$ cat config.mk
export PLATFORM = sky130hd
export DESIGN_NAME = regfile_wb_arbiter
export DESIGN_NICKNAME = d
export VERILOG_FILES = /design/src/rtl/wb_pkg.sv /design/src/rtl/wb_fifo.sv /design/src/rtl/regfile_wb_arbiter.sv
export SDC_FILE = /design/constraint.sdc
export NUM_CORES = 1
export LEC_CHECK = 0
export CORE_AREA = 2 2 158 160
export CTS_BUF_LIST = sky130_fd_sc_hd__clkbuf_8
export DETAILED_ROUTE_END_ITERATION = 16
export DIE_AREA = 0 0 160 162
export SLEW_MARGIN = 25
export SYNTH_ARGS = -nofsm -noshare
export SYNTH_HDL_FRONTEND = slang
export SYNTH_SLANG_ARGS = --single-unit
$ cat constraint.sdc
create_clock -name clk -period 6.2 [get_ports clk]
set_input_delay 1.24 -clock clk [delete_from_list [all_inputs] [get_ports clk]]
set_output_delay 1.24 -clock clk [all_outputs]
set_load 0.005 [all_outputs]
$ cat src/rtl/wb_pkg.sv
// Shared types for the register-file writeback path: request record and winner source tag.
package wb_pkg;
  localparam int XLEN   = 32;
  localparam int REG_AW = 5;

  typedef struct packed {
    logic [REG_AW-1:0] rd;
    logic [XLEN-1:0]   data;
  } wb_req_t;

  typedef enum logic [1:0] {
    SRC_NONE,
    SRC_LSU,
    SRC_FIFO,
    SRC_ALU
  } wb_src_e;
endpackage

$ cat src/rtl/wb_fifo.sv
// In-order FIFO of writeback requests; DEPTH must be a power of two so pointers wrap naturally.
module wb_fifo
  import wb_pkg::*;
#(
  parameter int DEPTH = 4
) (
  input  logic                     clk,
  input  logic                     rst,
  input  logic                     push,
  input  wb_req_t                  push_data,
  input  logic                     pop,
  output wb_req_t                  head,
  output logic [$clog2(DEPTH):0]   count,
  output logic                     full,
  output logic                     empty
);
  localparam int AW = $clog2(DEPTH);
  localparam int CW = AW + 1;
  localparam logic [CW-1:0] DEPTH_C = CW'(DEPTH);

  wb_req_t       mem [DEPTH];
  logic [AW-1:0] wr_ptr;
  logic [AW-1:0] rd_ptr;
  logic          do_push;
  logic          do_pop;

  assign full    = (count == DEPTH_C);
  assign empty   = (count == '0);
  assign do_push = push && !full;
  assign do_pop  = pop && !empty;
  assign head    = mem[rd_ptr];

  always_ff @(posedge clk) begin
    if (do_push) begin
      mem[wr_ptr] <= push_data;
    end
  end

  always_ff @(posedge clk) begin
    if (rst) begin
      wr_ptr <= '0;
      rd_ptr <= '0;
      count  <= '0;
    end else begin
      if (do_push) wr_ptr <= wr_ptr + AW'(1);
      if (do_pop)  rd_ptr <= rd_ptr + AW'(1);
      case ({do_push, do_pop})
        2'b10:   count <= count + CW'(1);
        2'b01:   count <= count - CW'(1);
        default: count <= count;
      endcase
    end
  end
endmodule

$ cat src/rtl/regfile_wb_arbiter.sv
// Merges LSU and ALU results onto the single regfile write port (LSU first, bounded by a starve counter).
// Optional forwarding compare is built when REGFILE_BYPASS_EN is defined.
module regfile_wb_arbiter
  import wb_pkg::*;
#(
  parameter int DEPTH      = 4,
  parameter int STARVE_MAX = 3
) (
  input  logic              clk,
  input  logic              rst,
  input  logic              alu_valid,
  output logic              alu_ready,
  input  logic [REG_AW-1:0] alu_rd,
  input  logic [XLEN-1:0]   alu_data,
  input  logic              lsu_valid,
  output logic              lsu_ready,
  input  logic [REG_AW-1:0] lsu_rd,
  input  logic [XLEN-1:0]   lsu_data,
  output logic              rf_we,
  output logic [REG_AW-1:0] rf_rd,
  output logic [XLEN-1:0]   rf_wd
`ifdef REGFILE_BYPASS_EN
  ,
  input  logic [REG_AW-1:0] fwd_rs1,
  input  logic [REG_AW-1:0] fwd_rs2,
  output logic              fwd_hit1,
  output logic              fwd_hit2,
  output logic [XLEN-1:0]   fwd_data1,
  output logic [XLEN-1:0]   fwd_data2
`endif
);
  localparam int CW = $clog2(DEPTH) + 1;
  localparam int SW = $clog2(STARVE_MAX + 1);
  localparam logic [CW-1:0] DEPTH_C    = CW'(DEPTH);
  localparam logic [SW-1:0] STARVE_LIM = SW'(STARVE_MAX);

  wb_req_t       fifo_head;
  wb_req_t       alu_req;
  wb_req_t       win;
  wb_src_e       src;
  logic [CW-1:0] fifo_count;
  logic          fifo_full;
  logic          fifo_empty;
  logic          fifo_push;
  logic          fifo_pop;
  logic          lsu_fire;
  logic          alu_fire;
  logic [SW-1:0] starve_cnt;

  assign alu_req.rd   = alu_rd;
  assign alu_req.data = alu_data;

  // Ready depends only on registered state: a full FIFO refuses even when it pops this cycle.
  assign alu_ready = (fifo_count < DEPTH_C);
  assign lsu_ready = !((starve_cnt == STARVE_LIM) && !fifo_empty);
  assign lsu_fire  = lsu_valid && lsu_ready;
  assign alu_fire  = alu_valid && alu_ready;

  always_comb begin
    src = SRC_NONE;
    win = '0;
    if (lsu_fire) begin
      src      = SRC_LSU;
      win.rd   = lsu_rd;
      win.data = lsu_data;
    end else if (!fifo_empty) begin
      src = SRC_FIFO;
      win = fifo_head;
    end else if (alu_valid) begin
      src = SRC_ALU;
      win = alu_req;
    end
  end

  // ALU results bypass the FIFO only when it is empty, so write order is preserved.
  assign fifo_push = alu_fire && (src != SRC_ALU);
  assign fifo_pop  = (src == SRC_FIFO);

  wb_fifo #(.DEPTH(DEPTH)) u_fifo (
    .clk       (clk),
    .rst       (rst),
    .push      (fifo_push),
    .push_data (alu_req),
    .pop       (fifo_pop),
    .head      (fifo_head),
    .count     (fifo_count),
    .full      (fifo_full),
    .empty     (fifo_empty)
  );

  always_ff @(posedge clk) begin
    if (rst) begin
      starve_cnt <= '0;
    end else if (fifo_empty || fifo_pop) begin
      starve_cnt <= '0;
    end else if ((src == SRC_LSU) && (starve_cnt != STARVE_LIM)) begin
      starve_cnt <= starve_cnt + SW'(1);
    end
  end

  // A winner addressed to x0 is consumed without raising the write enable.
  always_ff @(posedge clk) begin
    if (rst) begin
      rf_we <= 1'b0;
      rf_rd <= '0;
      rf_wd <= '0;
    end else begin
      rf_we <= (src != SRC_NONE) && (win.rd != '0);
      rf_rd <= win.rd;
      rf_wd <= win.data;
    end
  end

  full_matches_count: assert property (@(posedge clk) disable iff (rst)
    fifo_full == (fifo_count == DEPTH_C));

`ifdef REGFILE_BYPASS_EN
  assign fwd_hit1  = rf_we && (rf_rd == fwd_rs1) && (fwd_rs1 != '0);
  assign fwd_hit2  = rf_we && (rf_rd == fwd_rs2) && (fwd_rs2 != '0);
  assign fwd_data1 = fwd_hit1 ? rf_wd : '0;
  assign fwd_data2 = fwd_hit2 ? rf_wd : '0;
`endif
endmodule

==> results.md <==
* Layout cell share with drive strength beyond 1 at around 15%
* TNS Setup at 0 ns
* Crit path required time at 6.57 ns
* Post-Syn Instances at roughly 420
* Final ANT Viol Nets at 0
* Class of the worst hold path: reg2reg
* CP Max Fanout at 22
* First-pass GRT wire length at 24.3 mm
* H-tree depth at 4
* Post-synth top area share at 60.3%
* RSZ-0062 raised after global routing: no
* Detailed Routing Iterations Pass 1 at 5
* Die Width at 160 um
* Clock transition at the registers of the reported paths at roughly 0.09 ns
* Seq/Total Area, Yosys at 73.6%
* Crit path buffers/inverters at 2
* Grt ovf at 0
* Max incr delay on CP at 0.56 ns
* Placed insts at roughly 830
* Worst rel slew slack at 35.2%
* Resize count post-CTS at 0
* Synthesized Nets at roughly 500
* CTS Hold Bufs at 0
* GRT Total Usage at 12.3%
* Slew @ Worst Pin at 0.971 ns
* Place WS at 1.98 ns
* RePlAce Congestion at 0.671
* Vias in the first global route at 4250
* Mapped Area at 0.00737 mm2
* Synthesized flop and latch total at 197
* Final setup margin at between 2 and 3 ns
* Filler cells at around 2300
* Avg Vias per Cell at roughly 4.6
* DIE AREA at approximately 0.026 mm2
* P per Cell Area at 358 mW/mm2
* Cell Count, Final, Fillers Out at 866
* Worst skew pair latency at 0.45 ns
* Initial antenna violation count at 0
* Max_cap viols at 0
* Postcts setup bufs at 0
* Peak supply drop at 0.143 mV
* Critical path cell sequence: clkdlybuf4s50_1 -> nand2b_1 -> nor2b_4 -> ha_1 -> inv_1 -> fa_1 -> xor2_1 -> or3_1 -> a21oi_1
* Ranking of synthesized cells by area: edfxtp_1 (60%), dfxtp_1 (13%), mux4_2 (11%)
* Crit path max-delay family: simple AND/OR/NAND/NOR gates
* Commonest non-fill, non-tap cell in the layout: edfxtp_1
* Setup Crit Path Kind: in2reg
* CP arrival at 3.77 ns
* CP endpoint kind: flip-flop
* Clk root buf: clkbuf_8
* YS warnings at 0
* Crit path launch type: primary input
* # diodes at 0
* Synth Area per Inst at 17.7 um2
* Final Util at 38.3%
* Initial Util at a little under a third
* CTS sink cnt at 197
* Final setup fails at 0
* WL final at ~16 mm
* Area grow syn2layout at 25.4%
* Tot Pwr at 0.00331 W
* DR vias at 4021
* Total core area at between 0.02 and 0.025 mm2
* CTS Buf Count at 17
* CTS tree: built
* DP HPWL at 9.58 mm
* Final Hold Viols at 0
* # DRC at 0
* Vert. Die Dim at around 160 um
* WL per Instance at 18.2 um
* CP max-delay cell: nor2b_4
* Clock buffer depth at 2
* Most frequent cells in the layout: edfxtp_1 (148), clkdlybuf4s50_1 (116), dfxtp_1 (47), mux4_2 (37), a21oi_1 (34)
* Leakage power at just under 3 nW
* Post-synth top area cell: edfxtp_1
* Pin count of the biggest net entering global routing at 49
* Max-slew violation count at 0
* Worst Clk Skew at 0.0116 ns
* Number of port buffers at about 120
* Netlist cell types at 37
* Fmax at 294 MHz
* Final Cycle Share at between 50 and 60%
* Period minus WS final at 3.40 ns
* I/O pins at approximately 120
* Status: finished clean
* FP Rows at 57
* Nets at between 600 and 700
* DR iter-0 viols at ~250
==> cells by family after synthesis <==
group | synth area share [%]
flip-flops | 73.6
AO/OA/AOI/OAI | 6.79
AND/OR/NAND/NOR | 4.11
multiplexers | 11.4
buffers and inverters | 2.17
adder cells (fa/ha/maj) | 1.29
XOR/XNOR | 0.594
==> final cells by class <==
type / count / area (um2) / area share [%]
timing repair buffer: 119 / 1220 / 13.2
multi-input combinational: 187 / 1800 / 19.5
clock inverter: 14 / 118 / 1.27
tap: 324 / 405 / 4.39
inverter: 8 / 30.0 / 0.325
sequential: 197 / 5430 / 58.8
clock buffer: 17 / 234 / 2.53
==> worst paths after layout <==
check,from,slack [ns],cells past startpoint,end
max,lsu_valid,2.80,9,u_fifo.count[2]$_SDFFE_PP0P_
min reg2reg,starve_cnt[0]$_SDFFE_PP0P_,0.45,1,starve_cnt[0]$_SDFFE_PP0P_
max reg2reg,starve_cnt[0]$_SDFFE_PP0P_,3.51,9,u_fifo.count[2]$_SDFFE_PP0P_
min,starve_cnt[0]$_SDFFE_PP0P_,0.45,1,starve_cnt[0]$_SDFFE_PP0P_
==> stage by stage <==
stage                     cell area [um2]  hold WS (ns)
after floorplan                      7370         0.406
after global placement               8830         0.416
after detailed placement             8830         0.436
after CTS                            9180         0.449
after global routing                 9240         0.464
final                                9240         0.448
==> worst register-to-register path, stage by stage (launching register included) <==
cell and delay, ns:
dfxtp_1 0.35, ha_1 0.19, nand2b_1 0.16, nor2b_4 0.56
ha_1 0.30, inv_1 0.06, fa_1 0.37, xor2_1 0.16
or3_1 0.31, a21oi_1 0.15
==> synthesized netlist by cell type <==
cell      instances
fa_1              1
nand2_1          32
o21ai_0           1
nor2b_1           2
buf_2            13
inv_1             8
edfxtp_1        148
buf_1             1
clkbuf_1          7
a22oi_1          31
a21oi_1          34
or3_1             1
buf_6             2
a311oi_1          1
a222oi_1          4
xor2_1            3
and4_1            1
nor4_1            1
nor2_1           14
nor3_2            1
nor3_4            1
dfxtp_1          49
and2_1            5
buf_4             1
mux4_2           37
mux2i_1           1
ha_1              6
a211oi_1          1
clkbuf_2          1
a221oi_2          1
nor4b_1           1
o31ai_2           1
and3_4            1
xnor2_1           2
nand2b_1          1
a22o_1            1
nor3b_2           1
==> state kept, by name, indices dropped and copies added, names as in the netlist, named ones only <==
signal and cells:
starve_cnt 2, u_fifo.rd_ptr 2, rf_rd 5, rf_wd 32
rf_we 1, u_fifo.mem 148, u_fifo.count 3, u_fifo.wr_ptr 2
==> routing by layer <==
metal  vias up  share of wire (%)  GRT usage [%]
met1      2035                 43           15.4
met5         -                  0              0
met3        10                5.4           4.09
li1       1865                  -              -
met4         0               0.76           2.95
met2       111                 51           20.9
==> where the power goes <==
part           internal (W)  total [W]  switching, W  leakage [nW]
sequential          0.00161    0.00175      0.000142          1.75
combinational      0.000451   0.000806      0.000354          1.01
clock              0.000313   0.000750      0.000437         0.182
Note: power is estimated with default switching activity, not from simulation.
